--- src/rtl/stage_mem_lsu.sv ---
// MEM stage load/store unit: two-state bus FSM, lane steering, load extension, writeback.
// Optional MISALIGN_TRAP_EN: misaligned half/word accesses raise misalign_err and skip the bus.
module stage_mem_lsu (
    input  logic        clk,
    input  logic        rst,
    input  logic        in_valid,
    input  logic        mem_read,
    input  logic        mem_write,
    input  logic [1:0]  mem_size,
    input  logic        mem_unsigned,
    input  logic        reg_write,
    input  logic [31:0] alu_result,
    input  logic [31:0] store_data,
    input  logic [4:0]  rd,
    output logic        stall,
    output logic        bus_req,
    output logic        bus_we,
    output logic [3:0]  bus_be,
    output logic [31:0] bus_addr,
    output logic [31:0] bus_wdata,
    input  logic        bus_ready,
    input  logic [31:0] bus_rdata,
    output logic        wb_valid,
    output logic [4:0]  wb_rd,
    output logic [31:0] wb_data,
    output logic        misalign_err
);
    localparam logic [0:0] IDLE = 1'b0;
    localparam logic [0:0] BUS  = 1'b1;

    logic [0:0]  state;
    logic [1:0]  l_size, l_off;
    logic        l_unsigned, l_rw, l_load;
    logic [4:0]  l_rd;
    logic        skid_v;
    logic [4:0]  skid_rd;
    logic [31:0] skid_data;

    logic        accept, is_mem, misal, go_bus, done, ld_wb, alu_wb;
    logic [3:0]  be;
    logic [31:0] wdata, ld_val;
    logic [7:0]  ld_byte;
    logic [15:0] ld_half;

    assign stall  = (state == BUS) & ~bus_ready;
    assign accept = in_valid & ~stall;
    assign is_mem = mem_read | mem_write;
`ifdef MISALIGN_TRAP_EN
    assign misal  = ((mem_size == 2'b01) & alu_result[0]) | (mem_size[1] & (|alu_result[1:0]));
`else
    assign misal  = 1'b0;
`endif
    assign go_bus = accept & is_mem & ~misal;
    assign done   = (state == BUS) & bus_ready;
    assign ld_wb  = done & l_load & l_rw;
    assign alu_wb = accept & ~is_mem & reg_write;

    always_comb begin
        be    = 4'b1111;
        wdata = store_data;
        case (mem_size)
            2'b00: begin
                be    = 4'b0001 << alu_result[1:0];
                wdata = {4{store_data[7:0]}};
            end
            2'b01: begin
                be    = alu_result[1] ? 4'b1100 : 4'b0011;
                wdata = {2{store_data[15:0]}};
            end
            default: ;
        endcase
    end

    assign ld_byte = bus_rdata[{l_off, 3'b000} +: 8];
    assign ld_half = bus_rdata[{l_off[1], 4'b0000} +: 16];

    always_comb begin
        case (l_size)
            2'b00:   ld_val = {{24{~l_unsigned & ld_byte[7]}}, ld_byte};
            2'b01:   ld_val = {{16{~l_unsigned & ld_half[15]}}, ld_half};
            default: ld_val = bus_rdata;
        endcase
    end

    // A load completing in the same cycle a reg-writing ALU op is accepted would need two
    // writebacks at once; the load goes first and the ALU result slips one cycle via the skid.
    always_ff @(posedge clk) begin
        if (rst) begin
            state        <= IDLE;
            bus_req      <= 1'b0;
            bus_we       <= 1'b0;
            bus_be       <= 4'b0;
            bus_addr     <= 32'b0;
            bus_wdata    <= 32'b0;
            wb_valid     <= 1'b0;
            wb_rd        <= 5'b0;
            wb_data      <= 32'b0;
            misalign_err <= 1'b0;
            l_size       <= 2'b0;
            l_off        <= 2'b0;
            l_unsigned   <= 1'b0;
            l_rw         <= 1'b0;
            l_load       <= 1'b0;
            l_rd         <= 5'b0;
            skid_v       <= 1'b0;
            skid_rd      <= 5'b0;
            skid_data    <= 32'b0;
        end else begin
            wb_valid     <= 1'b0;
            misalign_err <= accept & is_mem & misal;
            if (done) begin
                state   <= IDLE;
                bus_req <= 1'b0;
            end
            if (go_bus) begin
                state      <= BUS;
                bus_req    <= 1'b1;
                bus_we     <= mem_write;
                bus_be     <= be;
                bus_addr   <= {alu_result[31:2], 2'b00};
                bus_wdata  <= wdata;
                l_size     <= mem_size;
                l_off      <= alu_result[1:0];
                l_unsigned <= mem_unsigned;
                l_rw       <= reg_write;
                l_load     <= ~mem_write;
                l_rd       <= rd;
            end
            if (ld_wb) begin
                wb_valid <= 1'b1;
                wb_rd    <= l_rd;
                wb_data  <= ld_val;
            end else if (skid_v) begin
                wb_valid <= 1'b1;
                wb_rd    <= skid_rd;
                wb_data  <= skid_data;
            end else if (alu_wb) begin
                wb_valid <= 1'b1;
                wb_rd    <= rd;
                wb_data  <= alu_result;
            end
            skid_v <= (ld_wb | skid_v) & alu_wb;
            if ((ld_wb | skid_v) & alu_wb) begin
                skid_rd   <= rd;
                skid_data <= alu_result;
            end
        end
    end
endmodule

--- config.mk ---
export PLATFORM = sky130hd
export DESIGN_NAME = stage_mem_lsu
export DESIGN_NICKNAME = d
export VERILOG_FILES = /design/src/rtl/stage_mem_lsu.sv
export SDC_FILE = /design/constraint.sdc
export NUM_CORES = 1
export LEC_CHECK = 0
export BUFFER_PORTS_ARGS = -buffer_cell sky130_fd_sc_hd__buf_2
export CORE_MARGIN = 10
export CORE_UTILIZATION = 35
export DETAILED_ROUTE_END_ITERATION = 10
export MAX_ROUTING_LAYER = met4
export SYNTH_ARGS = -nofsm -noshare
export SYNTH_HDL_FRONTEND = slang
export SYNTH_SLANG_ARGS = --single-unit
--- constraint.sdc ---
create_clock -name clk -period 4 [get_ports clk]
set_input_delay 0.2 -clock clk [delete_from_list [all_inputs] [get_ports clk]]
set_output_delay 0.2 -clock clk [all_outputs]
set_load 0.01 [all_outputs]
==> metrics.yaml, run 1 <==
timing:
  final.setup.tns_ns: 0
  setup_viol: 0
  fin_hold_ws_ns: 0.0180
  fmaxAchievable_mhz: 392
  max-slew-margin-rel_pct: 21.8
  slew_viol_final: 0
  finalHoldViolations: 0
  finalCriticalPeriod_ns: 2.55
  skew_ns: 0.0103
  setup_slack_ns: 1.45
  rsz0062_at_grt: "false"
  tightestPinTransition_ns: 1.16
  period_share_pct: 63.7
placed_design:
  port_buffers: 217
  dp_slack_ns: 1.46
  dp_hpwl_um: 19000
  dp_cells: 1359
  gp_congestion: 0.855
cells_and_area:
  syn2layout_area_growth_pct: 24.3
  nFillCells: 2203
  instances_no_fill: 1393
  layout-drive-gt1-share_pct: 27.6
  postLayoutCoreUtil_pct: 44.0
  final_nets: 1214
global_routing:
  antenna_found_initial: 2
  grt_pass1_vias: 7329
  grt_start_max_net_pins: 80
  gr-total-overflow: 0
  grt_pass1_wl_um: 41400
  globalRouteTotalUtil_pct: 19.0
floorplanning:
  fp.dieArea_sq_um: 27400
  coreArea_sq_um: 21000
  die_y_um: 166
  fp-row-count: 53
  pin_count: 221
  die_w_um: 166
  start_util_pct: 35.4
synth:
  ys_ff_latch: 156
  yosys.area.top_type: "dfxtp_1"
  seq_area_frac_synth_pct: 42.1
  yosys_warnings: 0
  async_flop_share_pct: 0
  yosysUniqueCellTypes: 48
  synth_top_area_share_pct: 42.1
  synth_area_sq_um: 7420
  syn_area_per_cell_sq_um: 7.95
  synth_cells: 934
  synth_flop_cell: "dfxtp_1"
  synth.area.top_cells: "dfxtp_1, nand2_1, a21oi_1"
  synth_edf_count: 0
  synth.most_common_cell: "nand2_1"
  synth_common_cells: "nand2_1, dfxtp_1, a21oi_1, clkbuf_1, o211ai_1"
clocking:
  htree_num_levels: 4
  cts_made_buffers: 17
  post-cts-setup-buffers: 0
  worstSkewPairLatency_ns: 0.43
  cts_hold_buffers: 0
  clk_path_buf_depth: 2
  clock_sinks: 156
  cts_root_buffer: "clkbuf_16"
  clk_pin_slew_worst_paths_ns: 0.06
  post_cts_resize_count: 0
  cts_tree: "yes"
detailed_routing:
  top_layer: "met4"
  drtIter0Drc: 515
  antenna_left: 0
  wl_um: 26600
  dr_wl_met2_um: 12100
  met1_length_um: 12200
  vias: 7431
  routedWlPerCell_um: 19.1
  drt-pass1-iter-count: 5
  via_per_inst: 5.33
  route.met3.wl_um: 1940
  drc: 0
worst_setup_path:
  crit_end: "l_rd[3]"
  crit_path_end_kind: "flip-flop"
  start_kind: "flip-flop"
  timing.reg2reg.setup_slack_ns: 1.45
  worstPathArrival_ns: 2.90
  startpoint: "state"
  r2r_cells: 6
  worstReg2RegStart: "state"
  critPathKind: "reg -> reg"
  reg2reg_to: "l_rd[3]"
  critPathMaxFanout: 37
  crit_required_ns: 4.36
pwr:
  power_density_nw_per_um2: 412
  power_switching_uw: 1050
  seqPwrFrac_pct: 43.7
  pwr-share-comb_pct: 12.5
  clockPowerShare_pct: 43.7
  peakVddDrop_v: 0.000280
  internal_power_uw: 2740
  p_sw_share_pct: 27.7
  cellLeakagePower_uw: 0.00364
hold_path:
  worstHoldPathType: "in -> reg"
job:
  drv_cap: 0
outcome:
  status: "completed"
-- sequential cells by signal (all words and copies together) (netlist names), 2 cells and up --
signal	flops
l_off	2
bus_wdata	32
wb_rd	5
bus_be	4
l_size	2
wb_data	32
l_rd	5
skid_data	32
bus_addr	30
skid_rd	5
-- area by class of cell --
class	count	area (sq um)	share of cell area (%)
Clock buffer	18	439	4.76
Timing Repair Buffer	233	1210	13.1
Tap cell	275	344	3.73
Sequential cell	156	3120	33.9
Antenna cell	2	5.00	0.0543
Multi-Input combinational cell	688	3920	42.5
Inverter	7	26.3	0.285
Clock inverter	14	161	1.75
-- worst min-delay path by stage --
stage                      start            to  slack, ns  depth (start not counted)
floorplan              mem_write        l_load       0.30                          1
global placement    bus_addr[18]  bus_addr[18]       0.44                          2
detailed placement  bus_addr[14]  bus_addr[14]       0.44                          2
CTS                 mem_unsigned    l_unsigned      0.003                          3
global route        mem_unsigned    l_unsigned       0.02                          3
finish              mem_unsigned    l_unsigned       0.02                          3
-- layout by cell type (no fill, tap or decap), types with 2 or more instances in the layout --
| master | Yosys | final |
|---|---|---|
| o22ai_1 | 2 | 2 |
| bufinv_16 | 0 | 2 |
| nand2b_1 | 3 | 3 |
| buf_4 | 3 | 17 |
| or3b_2 | 17 | 17 |
| nor3_4 | 2 | 2 |
| clkbuf_16 | 0 | 17 |
| nor2_1 | 41 | 41 |
| inv_1 | 4 | 4 |
| a211o_1 | 6 | 6 |
| o31ai_2 | 1 | 2 |
| conb_1 | 1 | 3 |
| nand3_1 | 6 | 6 |
| inv_8 | 0 | 2 |
| and3b_1 | 7 | 7 |
| mux2i_1 | 23 | 23 |
| buf_2 | 8 | 216 |
| mux2_2 | 7 | 7 |
| nor3b_1 | 2 | 2 |
| inv_6 | 0 | 2 |
| dfxtp_1 | 156 | 155 |
| o211ai_1 | 45 | 45 |
| o32ai_1 | 15 | 15 |
| nand4_1 | 2 | 2 |
| nor3_1 | 3 | 3 |
| a21oi_1 | 120 | 120 |
| clkinvlp_4 | 0 | 7 |
| o21ai_0 | 27 | 27 |
| a21oi_2 | 6 | 6 |
| or3_1 | 8 | 7 |
| nor4_1 | 17 | 17 |
| a311oi_1 | 10 | 10 |
| a211oi_1 | 35 | 35 |
| diode_2 | 0 | 2 |
| o31a_1 | 14 | 14 |
| inv_2 | 2 | 2 |
| nor2b_1 | 16 | 16 |
| nand2_1 | 237 | 237 |
-- power by group through the flow --
stage	clock [uW]	combinational (uW)	sequential, uW
after floorplan	0	244	1710
after global placement	0	477	1690
after detailed placement	0	480	1690
after CTS	1700	480	1660
after global routing	1760	527	1670
final	1660	476	1660
-- metrics by stage --
step           power, uW  instance area, sq um
2_1_floorplan       1950                  7430
3_3_place_gp        2170                  8620
3_5_place_dp        2170                  8620
4_1_cts             3840                  9220
5_1_grt             3960                  9230
6_report            3800                  9230
-- critical path: stages (launching register included) --
cell	delay (ns)
dfxtp_1	0.42
nand2b_2	0.13
inv_2	0.57
or3_2	0.79
buf_4	0.33
nand2_1	0.08
a21oi_1	0.14
-- kinds of logic (layout without fill, tap and decap cells) --
logic type	Yosys count	after routing	synth area share [%]
AO/OA/AOI/OAI	288	288	25.2
multiplexers	31	31	4.47
AND/OR/NAND/NOR	366	366	22.8
buffers and inverters	92	272	5.34
other	1	5	0.0505
flip-flops	156	156	42.1
-- per-layer routing --
layer,vias to the layer above,global-route usage (%)
met1,3463,24.2
met3,28,5.54
met4,0,5.28
met2,277,28.5
li1,3663,-
met5,-,-
Note: power is estimated with default switching activity, not from simulation.
==> run 2: changes to the inputs <==
==> constraint.sdc (replaced) <==
create_clock -name clk -period 2.25 [get_ports clk]
set_input_delay 0.1125 -clock clk [delete_from_list [all_inputs] [get_ports clk]]
set_output_delay 0.1125 -clock clk [all_outputs]
set_load 0.01 [all_outputs]
==> metrics.yaml, run 2 (synthesis results as in run 1) <==
clocking:
  htree_num_levels: 4
  cts_root_buffer: "clkbuf_16"
  clock_sinks: 156
  clk_path_buf_depth: 2
  clk_pin_slew_worst_paths_ns: 0.07
  post-cts-setup-buffers: 0
  cts_hold_buffers: 80
  worstSkewPairLatency_ns: 0.43
  cts_made_buffers: 17
  cts_tree: "yes"
  post_cts_resize_count: 0
global_routing:
  use_met3_pct: 5.47
  grt_pass1_vias: 7632
  grt_start_max_net_pins: 77
  grt_pass1_wl_um: 43400
  grtUsageMet1_pct: 25.3
  globalRouteTotalUtil_pct: 19.8
  antenna_found_initial: 0
  grt_use_met2_pct: 30.6
  busiest_layer: "met2"
  gr-total-overflow: 0
hold_path:
  worstHoldPathType: "in -> reg"
  hold_path_startpoint: "bus_rdata[25]"
  holdPathStages: 3
  hold_path_end: "wb_data[25]"
cells_and_area:
  final_common_cell: "nand2_1"
  nFillCells: 2054
  multi_input_comb_area_sq_um: 3920
  top_regs: "bus_wdata (32), skid_data (32), wb_data (32)"
  stdcell_area_sq_um: 10200
  syn2layout_area_growth_pct: 37.4
  layout-drive-gt1-share_pct: 26.8
  final_nets: 1312
  regArea_sq_um: 3120
  final_cell_mix: "nand2_1, buf_2, dfxtp_1, a21oi_1, dlygate4sd3_1"
timing:
  max-slew-margin-rel_pct: 47.6
  setup_viol: 0
  skew_ns: 0.0144
  tightestPinTransition_ns: 0.786
  period_share_pct: 90.4
  finalHoldViolations: 0
  fmaxAchievable_mhz: 492
  rsz0062_at_grt: "false"
  finalCriticalPeriod_ns: 2.03
  slew_viol_final: 0
  final.setup.tns_ns: 0
detailed_routing:
  vias: 7817
  routedWlPerCell_um: 18.6
  drc: 0
  drt-pass1-iter-count: 5
  drtIter0Drc: 455
  via_per_inst: 5.25
  wl_um: 27700
  antenna_left: 0
worst_setup_path:
  crit_path_end_kind: "flip-flop"
  start_kind: "flip-flop"
  slowest_stage: "dlygate4sd3_1"
  worstPathArrival_ns: 2.41
  critPathKind: "reg -> reg"
  timing.reg2reg.setup_slack_ns: 0.22
  crit_required_ns: 2.62
  reg2reg_to: "bus_wdata[9]"
  critPathTopFamily: "buffers and inverters"
  critPathMaxFanout: 65
  crit_path_cell_trace: "nand2b_2, inv_2, nor3_4, buf_12, nor2_1, a311oi_1, dlygate4sd3_1"
  worstReg2RegStart: "state"
  path_depth: 7
  path_buf_inv: 3
  critPathMaxStageDelay_ns: 0.57
  r2r_cells: 7
pwr:
  cellLeakagePower_uw: 0.00411
  peakVddDrop_v: 0.000498
  power_density_nw_per_um2: 686
placed_design:
  gp_congestion: 0.858
  port_buffers: 217
  dp_hpwl_um: 19100
  place_area_sq_um: 8780
floorplanning:
  die_y_um: 166
  die_w_um: 166
  start_util_pct: 35.4
  fp-row-count: 53
  fp.dieArea_sq_um: 27400
  pin_count: 221
  coreArea_sq_um: 21000
outcome:
  status: "completed"
job:
  drv_cap: 0
## run 2: final cells by class
type                       instances  area share, %
multi-input combinational        688           38.4
sequential                       156           30.6
timing repair buffer             331           21.3
clock buffer                      20           4.48
tap                              275           3.37
clock inverter                    12           1.57
inverter                           7          0.258
antenna                            1         0.0245
## run 2: worst max-delay path by stage
stage	startpoint	end	slack (ns)
floorplan	l_off[1]	wb_data[21]	0.53
global placement	mem_write	skid_data[5]	0.44
detailed placement	mem_write	skid_data[3]	0.38
CTS	state	bus_wdata[9]	0.23
global route	state	bus_wdata[15]	0.05
finish	state	bus_wdata[9]	0.22
## run 2: per-stage QoR
step / util, % / cells / hold slack [ns] / setup WS (ns) / total power, uW
after floorplan: - / 936 / 0.208 / 0.533 / 3470
after global placement: 41.9 / 1377 / 0.362 / 0.438 / 3880
after detailed placement: 41.9 / 1377 / 0.368 / 0.383 / 3890
after CTS: 48.7 / 1489 / 0.00191 / 0.227 / 7060
after global routing: 48.7 / 1489 / 0.0159 / 0.0516 / 7270
final: 48.7 / 1490 / 0.0164 / 0.216 / 7000
## run 2: worst register-to-register path, stage by stage, from the launching register on
cell and delay (ns):
dfxtp_1 0.36, nand2b_2 0.14, inv_2 0.08, nor3_4 0.22
buf_12 0.28, nor2_1 0.11, a311oi_1 0.22, dlygate4sd3_1 0.57
## run 2: routing by layer
metal / share of wire [%] / vias to the layer above
li1: - / 3855
met1: 46 / 3660
met2: 46 / 281
met3: 7.0 / 21
met4: 0.88 / 0
met5: 0 / -
## run 2: power breakdown
group	total [uW]	switching, uW	internal, uW
Clock	3060	1240	1820
Combinational	1010	575	430
Sequential	2940	64.6	2870
Total	7000	1880	5120
==> run 3: changes to the inputs <==
--- a/config.mk
+++ b/config.mk
@@ -8,7 +8,9 @@
 export BUFFER_PORTS_ARGS = -buffer_cell sky130_fd_sc_hd__buf_2
 export CORE_MARGIN = 10
 export CORE_UTILIZATION = 35
+export CTS_BUF_LIST = sky130_fd_sc_hd__clkbuf_16
 export DETAILED_ROUTE_END_ITERATION = 10
+export HOLD_SLACK_MARGIN = 0.12
 export MAX_ROUTING_LAYER = met4
 export SYNTH_ARGS = -nofsm -noshare
 export SYNTH_HDL_FRONTEND = slang
==> metrics.yaml, run 3 (synthesis results as in run 1) <==
placed_design:
  port_buffers: 217
  gp_congestion: 0.858
  dp_hpwl_um: 19100
clocking:
  cts_root_buffer: "clkbuf_16"
  clock_sinks: 156
  post_cts_resize_count: 0
  cts_tree: "yes"
  clk_path_buf_depth: 2
  cts_made_buffers: 17
  clk_pin_slew_worst_paths_ns: 0.06
  htree_num_levels: 4
  cts_hold_buffers: 105
  post-cts-setup-buffers: 0
  worstSkewPairLatency_ns: 0.44
worst_setup_path:
  start_kind: "input port"
  crit_path_end_kind: "flip-flop"
  crit_required_ns: 2.63
  worstReg2RegStart: "state"
  critPathMaxFanout: 65
  startpoint: "bus_ready"
  worstPathArrival_ns: 2.49
  critPathKind: "in -> reg"
detailed_routing:
  drc: 0
  drt-pass1-iter-count: 5
  wl_um: 28100
  routedWlPerCell_um: 18.5
  drtIter0Drc: 464
  vias: 7921
  antenna_left: 0
  via_per_inst: 5.23
cells_and_area:
  postLayoutCoreUtil_pct: 49.8
  nFillCells: 2021
  final_nets: 1337
  syn2layout_area_growth_pct: 40.5
  final_common_cell: "nand2_1"
  top_regs: "bus_wdata (32), skid_data (32), wb_data (32)"
  final_cell_mix: "nand2_1, buf_2, dfxtp_1, a21oi_1, dlygate4sd3_1"
  layout-drive-gt1-share_pct: 26.1
global_routing:
  grt_start_max_net_pins: 77
  antenna_found_initial: 0
  globalRouteTotalUtil_pct: 20.0
  grt_pass1_vias: 7765
  gr-total-overflow: 0
  grt_pass1_wl_um: 44000
timing:
  rsz0062_at_grt: "false"
  tightestPinTransition_ns: 0.788
  fmaxAchievable_mhz: 472
  period_share_pct: 94.1
  final.setup.tns_ns: 0
  fin_hold_ws_ns: 0.158
  max-slew-margin-rel_pct: 47.5
  finalCriticalPeriod_ns: 2.12
  setup_viol: 0
  skew_ns: 0.0136
  finalHoldViolations: 0
  slew_viol_final: 0
floorplanning:
  fp-row-count: 53
  die_y_um: 166
  coreArea_sq_um: 21000
  die_w_um: 166
  start_util_pct: 35.4
  pin_count: 221
  fp.dieArea_sq_um: 27400
hold_path:
  worstHoldPathType: "in -> reg"
  hold_path_startpoint: "mem_size[0]"
job:
  drv_cap: 0
pwr:
  power_uw: 6960
  power_density_nw_per_um2: 667
  peakVddDrop_v: 0.000505
  cellLeakagePower_uw: 0.00421
outcome:
  status: "completed"
==> run 3: cell types whose count changed in the layout (fill, tap and decap cells not counted), sizes merged <==
cell,change
inv,+1
clkinv,+2
clkbuf,-3
dlygate4sd3,+25
==> run 3: where the power goes <==
part	leakage, uW	internal [uW]	total (uW)	switching (uW)
Combinational	0.00264	458	1040	584
Sequential	0.00127	2870	2940	64.9
Clock	0.000294	1740	2980	1230
==> run 3: final timing paths <==
path             endpoint  slack [ns]  depth (start not counted)
max          bus_wdata[9]        0.13                          9
min             l_size[0]        0.16                          3
max reg2reg  bus_wdata[9]        0.20                          7
min reg2reg  bus_addr[20]        0.45                          2
==> run 3: layout make-up <==
cell class / count / area [sq um] / area share, %
Sequential cell: 156 / 3120 / 30.0
Antenna cell: 1 / 2.50 / 0.0240
Inverter: 7 / 26.3 / 0.252
Tap cell: 275 / 344 / 3.30
Clock inverter: 15 / 171 / 1.64
Multi-Input combinational cell: 688 / 3920 / 37.5
Clock buffer: 17 / 425 / 4.08
Timing Repair Buffer: 356 / 2420 / 23.2
==> run 3: worst max-delay path, stage by stage <==
cell and delay [ns]:
dlygate4sd3_1 0.55, buf_2 0.15, nand2b_2 0.18, inv_2 0.08
nor3_4 0.22, buf_12 0.29, nor2_1 0.09, a311oi_1 0.22
dlygate4sd3_1 0.57
==> run 3: through the flow <==
step                instance area (sq um)  cells  setup WS (ns)
floorplan                            7430    936          0.533
global placement                     8780   1377          0.438
detailed placement                   8780   1377          0.383
CTS                                 10400   1514          0.165
global route                        10400   1514         0.0368
finish                              10400   1515          0.132
==> run 3: metal layers <==
metal  vias to the layer above  wire length (um)  track usage (%)
li1                       3904                 -                -
met1                      3719             12700             25.3
met2                       271             13000             31.2
met3                        27              1970             5.56
met4                         0               314             4.35
met5                         -                 0                -
